===== src/rtl/udp_steer_pkg.sv =====
`default_nettype none
// ============================================================================
//  Module      : udp_steer_pkg
//  Description : Shared types and constants for the UDP port steering block.
//                Holds the UDP meta record, the port-table entry type and the
//                steering FSM state encoding.
//  Revision    : 1.0  initial release
// ============================================================================
package udp_steer_pkg;

    localparam int PORT_W = 16;

    // One port-table entry: a 16-bit UDP destination port
    typedef logic [PORT_W-1:0] port_entry_t;

    // UDP message meta as delivered by the receive path
    typedef struct packed {
        logic [31:0] src_ip;
        logic [31:0] dst_ip;
        port_entry_t src_port;
        port_entry_t dst_port;
        logic [15:0] data_length;
    } udp_info;

    // Steering FSM state encoding
    typedef logic [1:0] steer_state_e;
    localparam steer_state_e META_WAIT  = 2'd0;
    localparam steer_state_e DATA_PASS  = 2'd1;
    localparam steer_state_e DATA_DRAIN = 2'd2;

    // Marker for "no endpoint selected" (message is drained)
    localparam logic [7:0] DST_NONE = 8'hFF;

endpackage
`default_nettype wire


===== src/rtl/udp_port_match.sv =====
`default_nettype none
// ============================================================================
//  Module      : udp_port_match
//  Description : Combinational priority matcher. Compares a UDP port against
//                every enabled port-table entry; the lowest matching index
//                wins so duplicate entries resolve deterministically.
//  Revision    : 1.0  initial release
// ============================================================================
module udp_port_match
    import udp_steer_pkg::*;
#(
    parameter int NUM_DST = 4,
    parameter int DST_W   = 2
) (
    input  logic [NUM_DST*PORT_W-1:0] i_port_table,
    input  logic [NUM_DST-1:0]        i_port_en,
    input  port_entry_t               i_port,
    output logic                      o_hit,
    output logic [DST_W-1:0]          o_idx
);

    // Scan high to low so the last assignment comes from the lowest index
    always_comb begin
        o_hit = 1'b0;
        o_idx = '0;
        for (int i = NUM_DST - 1; i >= 0; i--) begin
            if (i_port_en[i] && (i_port_table[i*PORT_W +: PORT_W] == i_port)) begin
                o_hit = 1'b1;
                o_idx = DST_W'(i);
            end
        end
    end

endmodule
`default_nettype wire


===== src/rtl/udp_port_steer.sv =====
`default_nettype none
// ============================================================================
//  Module      : udp_port_steer
//  Description : Steers each UDP message (one meta + data beats) to one of
//                NUM_DST endpoints by matching meta dst_port against a runtime
//                port table. Unmatched messages go to a default endpoint or
//                are drained and counted. One message in flight at a time.
//  Revision    : 1.0  initial release
// ============================================================================
module udp_port_steer
    import udp_steer_pkg::*;
#(
    parameter int NOC_DATA_W     = 512,
    parameter int NOC_PADBYTES_W = 6,
    parameter int NUM_DST        = 4,
    parameter int DST_W          = 2,
    parameter bit DROP_UNMATCHED = 1'b1
) (
    input  logic                        clk,
    input  logic                        rst,

    input  logic                        src_meta_val,
    input  udp_info                     src_meta_info,
    output logic                        src_meta_rdy,
    input  logic                        src_data_val,
    input  logic [NOC_DATA_W-1:0]       src_data,
    input  logic                        src_data_last,
    input  logic [NOC_PADBYTES_W-1:0]   src_data_padbytes,
    output logic                        src_data_rdy,

    output logic [NUM_DST-1:0]          dst_meta_val,
    output udp_info                     dst_meta_info,
    input  logic [NUM_DST-1:0]          dst_meta_rdy,
    output logic [NUM_DST-1:0]          dst_data_val,
    output logic [NOC_DATA_W-1:0]       dst_data,
    output logic                        dst_data_last,
    output logic [NOC_PADBYTES_W-1:0]   dst_data_padbytes,
    input  logic [NUM_DST-1:0]          dst_data_rdy,

    input  logic [NUM_DST*PORT_W-1:0]   cfg_port_table,
    input  logic [NUM_DST-1:0]          cfg_port_en,
    input  logic [DST_W-1:0]            cfg_default_dst,
    output logic [31:0]                 drop_cnt
);

    steer_state_e     r_state;
    logic [DST_W-1:0] r_sel;
    logic [31:0]      r_drop_cnt;

    logic             w_hit;
    logic [DST_W-1:0] w_hit_idx;
    logic             w_route_ok;
    logic [DST_W-1:0] w_route_idx;

    udp_port_match #(
        .NUM_DST (NUM_DST),
        .DST_W   (DST_W)
    ) u_match (
        .i_port_table (cfg_port_table),
        .i_port_en    (cfg_port_en),
        .i_port       (src_meta_info.dst_port),
        .o_hit        (w_hit),
        .o_idx        (w_hit_idx)
    );

    // Resolve the target endpoint; an out-of-range default falls back to drop
    always_comb begin
        w_route_ok  = 1'b0;
        w_route_idx = '0;
        if (w_hit) begin
            w_route_ok  = 1'b1;
            w_route_idx = w_hit_idx;
        end else if (!DROP_UNMATCHED && (32'(cfg_default_dst) < NUM_DST)) begin
            w_route_ok  = 1'b1;
            w_route_idx = cfg_default_dst;
        end
    end

    // Per-endpoint valid demux and ready mux; valids never depend on readies
    always_comb begin
        dst_meta_val = '0;
        dst_data_val = '0;
        src_meta_rdy = 1'b0;
        src_data_rdy = 1'b0;
        case (r_state)
            META_WAIT: begin
                if (w_route_ok) begin
                    dst_meta_val[w_route_idx] = src_meta_val;
                    src_meta_rdy              = dst_meta_rdy[w_route_idx];
                end else begin
                    src_meta_rdy = 1'b1;
                end
            end
            DATA_PASS: begin
                dst_data_val[r_sel] = src_data_val;
                src_data_rdy        = dst_data_rdy[r_sel];
            end
            DATA_DRAIN: begin
                src_data_rdy = 1'b1;
            end
            default: begin
                src_data_rdy = 1'b0;
            end
        endcase
        // Handshakes are held off while reset is applied
        if (rst) begin
            dst_meta_val = '0;
            dst_data_val = '0;
            src_meta_rdy = 1'b0;
            src_data_rdy = 1'b0;
        end
    end

    // Meta and data fields are broadcast to every endpoint
    assign dst_meta_info     = src_meta_info;
    assign dst_data          = src_data;
    assign dst_data_last     = src_data_last;
    assign dst_data_padbytes = src_data_padbytes;
    assign drop_cnt          = r_drop_cnt;

    // Message FSM: latch the route at meta accept, release on the last beat
    always_ff @(posedge clk) begin
        if (rst) begin
            r_state    <= META_WAIT;
            r_sel      <= '0;
            r_drop_cnt <= '0;
        end else begin
            case (r_state)
                META_WAIT: begin
                    if (src_meta_val && src_meta_rdy) begin
                        r_sel   <= w_route_idx;
                        r_state <= w_route_ok ? DATA_PASS : DATA_DRAIN;
                    end
                end
                DATA_PASS: begin
                    if (src_data_val && src_data_rdy && src_data_last) begin
                        r_state <= META_WAIT;
                    end
                end
                DATA_DRAIN: begin
                    if (src_data_val && src_data_last) begin
                        r_state <= META_WAIT;
                        if (r_drop_cnt != 32'hFFFF_FFFF) begin
                            r_drop_cnt <= r_drop_cnt + 32'd1;
                        end
                    end
                end
                default: begin
                    r_state <= META_WAIT;
                end
            endcase
        end
    end

endmodule
`default_nettype wire


===== config.mk =====
export PLATFORM = sky130hd
export DESIGN_NAME = udp_port_steer
export DESIGN_NICKNAME = d
export VERILOG_FILES = /design/src/rtl/udp_steer_pkg.sv /design/src/rtl/udp_port_match.sv /design/src/rtl/udp_port_steer.sv
export SDC_FILE = /design/constraint.sdc
export NUM_CORES = 1
export LEC_CHECK = 0
export ABC_AREA = 1
export CORE_AREA = 2 2 540 542
export DETAILED_ROUTE_END_ITERATION = 7
export DIE_AREA = 0 0 542 544
export DONT_BUFFER_PORTS = 1
export PLACE_DENSITY_LB_ADDON = 0.12
export SYNTH_ARGS = -nofsm -noshare
export SYNTH_HDL_FRONTEND = slang
export SYNTH_SLANG_ARGS = --single-unit

===== constraint.sdc =====
create_clock -name clk -period 1.95 [get_ports clk]
set_input_delay 0.195 -clock clk [delete_from_list [all_inputs] [get_ports clk]]
set_output_delay 0.195 -clock clk [all_outputs]
set_load 0.02 [all_outputs]

### Yosys cells after proc, flatten, opt, wreduce, memory -nomap -nowiden

Index checks and enable logic that the tools add are counted.

| storage, ports and cells | value |
|---|---|
| output and inout port bits | 673 |
| input port bits | 713 |
| word-level logic and storage cells | 67 |
| register bits after elaboration | 36 |

| operators by class | value |
|---|---|
| add/sub/neg operators | 1 |
| reduce and logical (&&, ||, !) cells | 14 |
| equal/unequal tests | 10 |
| multiplexer cells | 33 |
| order comparisons | 4 |
| bitwise logic cells | 2 |

Operator list:

| kind | count |
|---|---|
| $eq A16 B16 Y1 | 4 |
| $add A32 B1 Y32 const B | 1 |
| $ne A32 B32 Y1 const B | 1 |
| $mux W4 | 5 |
| $mux W2 | 9 |
| $mux W1 | 13 |
| $logic_and A1 B1 Y1 | 10 |
| $and A4 B4 Y4 | 2 |
| $lt A2 B3 Y1 const B | 2 |
| $ne A2 B2 Y1 const B | 3 |
| $pmux W2 S3 | 1 |
| $reduce_and A3 Y1 | 2 |
| $bmux W1 S2 | 2 |
| $demux W1 S2 | 2 |
| $ge A2 B1 Y1 const B | 2 |
| $eq A2 B1 Y1 const B | 1 |
| $eq A2 B2 Y1 const B | 1 |
| $logic_not A2 Y1 | 1 |
| $pmux W1 S2 | 1 |
| $reduce_and A2 Y1 | 1 |

### Longest topological paths before layout

| logic depth | value |
|---|---|
| depth in word-level cells | 15 |
| gate-level depth with buffers | 19 |

### Hierarchy

A second synthesis with hierarchy kept.

| second synthesis, totals | value |
|---|---|
| cells, all modules | 1272 |
| area total of the unflattened synthesis | 8237.9 um^2 |

Modules (own cells, without submodules):

| module | times used | cells an instance | seq. area each (um^2) | area an instance (um^2) |
|---|---|---|---|---|
| udp_port_steer | 1 | 1043 | 720.7 | 7226.9 |
| udp_port_match | 1 | 229 | 0.0 | 1011.0 |

### Worst setup path after synthesis

OpenSTA, ideal clock, no wires.

| timing path | value |
|---|---|
| path kind | flip-flop to flip-flop |
| start | register r_drop_cnt[12], in the netlist drop_cnt[12] |
| end | register r_drop_cnt[29], in the netlist drop_cnt[29] |
| buffers on the path | 0 |
| slack | 0.026 ns |
| stages on the path, launching flop included | 15 |
| data required time | 1.816 ns |
| arrival time | 1.790 ns |
| cells stage by stage | dfxtp_1 -> nand2_1 -> inv_2 -> nand2_1 -> nor4_4 -> nand2_2 -> nand2_4 -> nor2_2 -> nand2_2 -> nor2_2 -> nand2_1 -> inv_2 -> nand3_1 -> nand2_1 -> nor3b_2 |

| on the way | value |
|---|---|
| cells in the longest elaborated chain, start to end | 2 |
| elaborated cells between the ends (all ways) | 3 |
| classes of those cells | add/sub (1); eq/ne (1); reduce/logical (1) |

RTL lines:

| item | line | RTL |
|---|---|---|
| from (decl) | udp_port_steer.sv:48 | `logic [31:0] r_drop_cnt;` |
| from (signal assigned) | udp_port_steer.sv:144 | `r_drop_cnt <= r_drop_cnt + 32'd1;` |
| branches (longest 2 deep; another with $add A32 B1 Y32) | - |  |

Parallel ways; which one is timed is not known.
A chain may end at the register's enable or synchronous reset.

### Final worst setup path

| timing path | value |
|---|---|
| start | input src_meta_info[31] (netlist bit) |
| end | output src_meta_rdy |

| on the way | value |
|---|---|
| cells in the longest elaborated chain, start to end | 12 |
| elaborated cells between the ends (all ways) | 23 |
| classes of those cells | eq/ne (4); mux (15); reduce/logical (4) |

RTL lines:

| item | line | RTL |
|---|---|---|
| from (decl) | udp_port_steer.sv:23 | `input udp_info src_meta_info,` |
| $eq A16 B16 Y1 | udp_port_match.sv:27 | `if (i_port_en[i] && (i_port_table[i*PORT_W +: PORT_W] == i_port)) begin` |
| $logic_and A1 B1 Y1 | udp_port_match.sv:27 |  |
| $mux W2 / $mux W1 (equally long branches) (4 in series) | udp_port_match.sv:27 |  |
| $mux W2 | udp_port_steer.sv:70 | `if (w_hit) begin` |
| $bmux W1 S2 | udp_port_steer.sv:89 | `src_meta_rdy = dst_meta_rdy[w_route_idx];` |
| $mux W1 (not written as such) | udp_port_steer.sv:89 |  |
| $mux W1 * | udp_port_steer.sv:87 | `if (w_route_ok) begin` |
| $mux W1 * | udp_port_steer.sv:85 | `case (r_state)` |
| $mux W1 * | udp_port_steer.sv:106 | `if (rst) begin` |
| to (decl) | udp_port_steer.sv:24 | `output logic src_meta_rdy,` |

Mark *: on every way between the ends. The rest lies on a longest branch, timed or not. The select of a mux whose other input is x is not followed.

==> results.ini <==
[status]
status = finished, violations left
violations = setup timing

[floorplanning]
dieArea_um2 = 295000
initial_core_util = 0.0279
rows = 198
dieHeight_um = 544
fp.dieW_um = 542
core_area_um2 = 289000
num_io_pins = 1386

[worst_setup_path]
end_kind = output port
cp.required_ps = 1750
cp_max_fo = 5
arrival_ps = 1870
slowest_stage = nand3b_1
critical-path-max-stage-delay_ps = 250
crit_family = simple AND/OR/NAND/NOR gates
worstPathCellList = inv_8 > buf_8 > nand2_4 > nand2_4 > nor2_4 > nand2_4 > nor2_4 > buf_12 > nand2_2 > nand3b_1 > nand2_2 > nand2_2 > nand3_2 > nand2_4 > and3_4 > buf_12
path_common_cell = nand2_4
critPathLaunchType = primary input
path_buf_inv = 4
crit_type = primary input to output port

[grt]
grt_max_degree = 18
overflow = 0
track_usage = 0.116
antenna_found_initial = 20
grt_first_pass_wirelength_um = 192000
grt_pass1_vias = 5896

[timing]
setup_ws_ps = -111
fmax_ghz = 0.485
maxSlewHeadroom = 0.382
finalHoldViolations = 0
fin_skew_ps = 9.73
period_minus_slack_ps = 2060
rsz0062_at_grt = true
finalCritPeriodShare = 1.06
finalMaxSlewViolations = 0
finalSetupViolations = 1
worstMarginPinSlew_ps = 924

[layout]
layout.cells.non_filler = 4545
drive_above_1_share = 0.508
n_fill_cell = 34500
multi_input_area_um2 = 2980
post-route-util = 0.0360
nets = 1458
area_growth_pct = 29.0
seqCellArea_um2 = 749

[clock_tree]
cts_buffer_depth = 2
cts_max_level = 2
insertion_delay_ps = 310
clock_sinks = 36
cts_buffers = 5
tritoncts = done
clockRootBuffer = clkbuf_16
clkTransAtPathRegs_ps = 70

[synthesis]
postSynthAreaPerCell_um2 = 6.62
synthCells = 1219
syn_nets = 1936
async_flop_share = 0
synthFlopType = dfxtp_1
synth_top_area_share = 0.588
seq_area_frac_synth = 0.0894
yosysWarnings = 0
syn_area_um2 = 8060
synth_edf_count = 0
yosys-top-cells-area = buf_4, dfxtp_1, nand2_1
ys_types = 43
ys_ff_latch = 36
synth_area_leader_cell = buf_4

[detailed_routing]
drt_wl_total_um = 179000
antenna_left = 0
vias = 5845
drtIter0Drc = 191
vias_per_cell = 1.29
dr.pass1.iters = 4
routedWlPerCell_um = 39.3
post-route-drc-count = 0

[hold_path]
hp-class = primary input to register

[placement]
dp.cells = 4520
io_buffers = 0
place_hpwl_um = 172000
place_congestion = 0.771

[power]
leakage_nw = 2.72
vdd_ir_drop_max_mv = 0.268
cellPowerDensity_nw_per_um2 = 295

[flow_run]
maxCapViolations = 0

-- per-layer routing --
metal | vias up | wire length, um | track usage
li1 | 2139 | - | -
met4 | 40 | 6050 | 0.0320
met2 | 1177 | 78900 | 0.182
met5 | - | 602 | 0.00925
met1 | 2222 | 18400 | 0.0338
met3 | 267 | 74700 | 0.230
-- per-stage QoR --
step / setup TNS (ps) / power [mW] / hold slack (ps) / area, um2 / setup slack (ps)
finish: -111 / 3.07 / 41.9 / 10400 / -111
CTS: -496 / 3.07 / 33.3 / 9870 / -211
floorplan: 0 / 3.15 / 477 / 8060 / 26.0
detailed placement: -5500 / 1.83 / 306 / 9170 / -527
global route: -769 / 3.28 / 24.7 / 10400 / -210
global placement: -5740 / 1.85 / 304 / 9170 / -535
-- synth_stat cells (4+ instances only) --
library cell,n
buf_4,632
nand2_1,189
inv_1,91
nor2_1,66
dfxtp_1,36
a21oi_1,23
inv_2,20
nand3_1,20
nor3_1,16
o21ai_1,15
o21ai_0,14
nor2_2,10
xor2_1,10
nand4_1,8
nand3_2,7
nand2_2,6
nand2_4,5
a31oi_1,4
ha_1,4
o21a_1,4
or2_1,4
-- timing repair --
action                     in CTS  in global routing
buffers inserted               11                  9
hold endpoints to repair       11                  0
pin swaps                      54                 75
setup endpoints to repair      32                 30
hold buffers                    1                  0
resized for setup             132                144
-- cell usage in the layout, fill, tap and decap left out, drive strengths merged, types with 2 or more instances in the layout --
master  synthesis  final
xnor2           3      3
and3            3      3
nor3b           3      3
nor4            4      4
ha              4      4
buf           632    150
nor2           78     78
nand3          27     27
or2             7      7
nand4           9      9
clkbuf          4      5
nand2         200    200
o21ai          29     29
xor2           10     10
nor3           20     20
a31oi           4      4
dfxtp          36     36
inv           111    112
o21a            4      4
a211oi          2      2
diode           0      3
a21oi          23     23
-- worst paths after layout --
check | start | cells past startpoint | slack (ps) | end
setup reg to reg | drop_cnt[0] | 11 | 60 | drop_cnt[28]
hold / removal | rst | 2 | 40 | drop_cnt[12]
setup / recovery | src_meta_info[31] | 16 | -110 | src_meta_rdy
hold reg to reg | r_state[0] | 3 | 610 | r_state[0]
-- cell type report --
| type | count | share of cell area |
|---|---|---|
| Tap cell | 3800 | 0.457 |
| Multi-Input combinational cell | 435 | 0.286 |
| Timing Repair Buffer | 151 | 0.123 |
| Sequential cell | 36 | 0.0720 |
| Inverter | 112 | 0.0447 |
| Clock buffer | 5 | 0.0120 |
| Clock inverter | 3 | 0.00409 |
| Antenna cell | 3 | 0.000722 |
-- sequential cells by signal, indices dropped and copies added, names as in the netlist --
| register | cells |
|---|---|
| drop_cnt | 32 |
| r_state | 2 |
| r_sel | 2 |
-- kinds of logic (layout without fill, tap and decap cells) --
group | after synthesis | in the layout | synth area share
buf+inv | 748 | 271 | 0.643
simple gates | 353 | 353 | 0.204
compound gates | 65 | 65 | 0.0438
flops | 36 | 36 | 0.0894
xor+xnor | 13 | 13 | 0.0141
fa+ha+maj | 4 | 4 | 0.00621
other cells | 0 | 3 | 0
-- worst reg2reg max path, cell delays in order, from the launching register on --
cell and delay, ps:
dfxtp_4 360, ha_4 160, nand4_1 160, nor3_2 70, nand2_2 110, nand2_8 90
or2_4 260, nor2_4 140, nand3_4 130, nor2_2 110, nor2_1 40, nor3_1 170
-- power by group --
group,total [mW],internal [mW],switching (mW)
Clock,1.03,0.604,0.430
Combinational,1.23,0.530,0.700
Sequential,0.805,0.773,0.0321
Power figures use the tool's default switching activity.
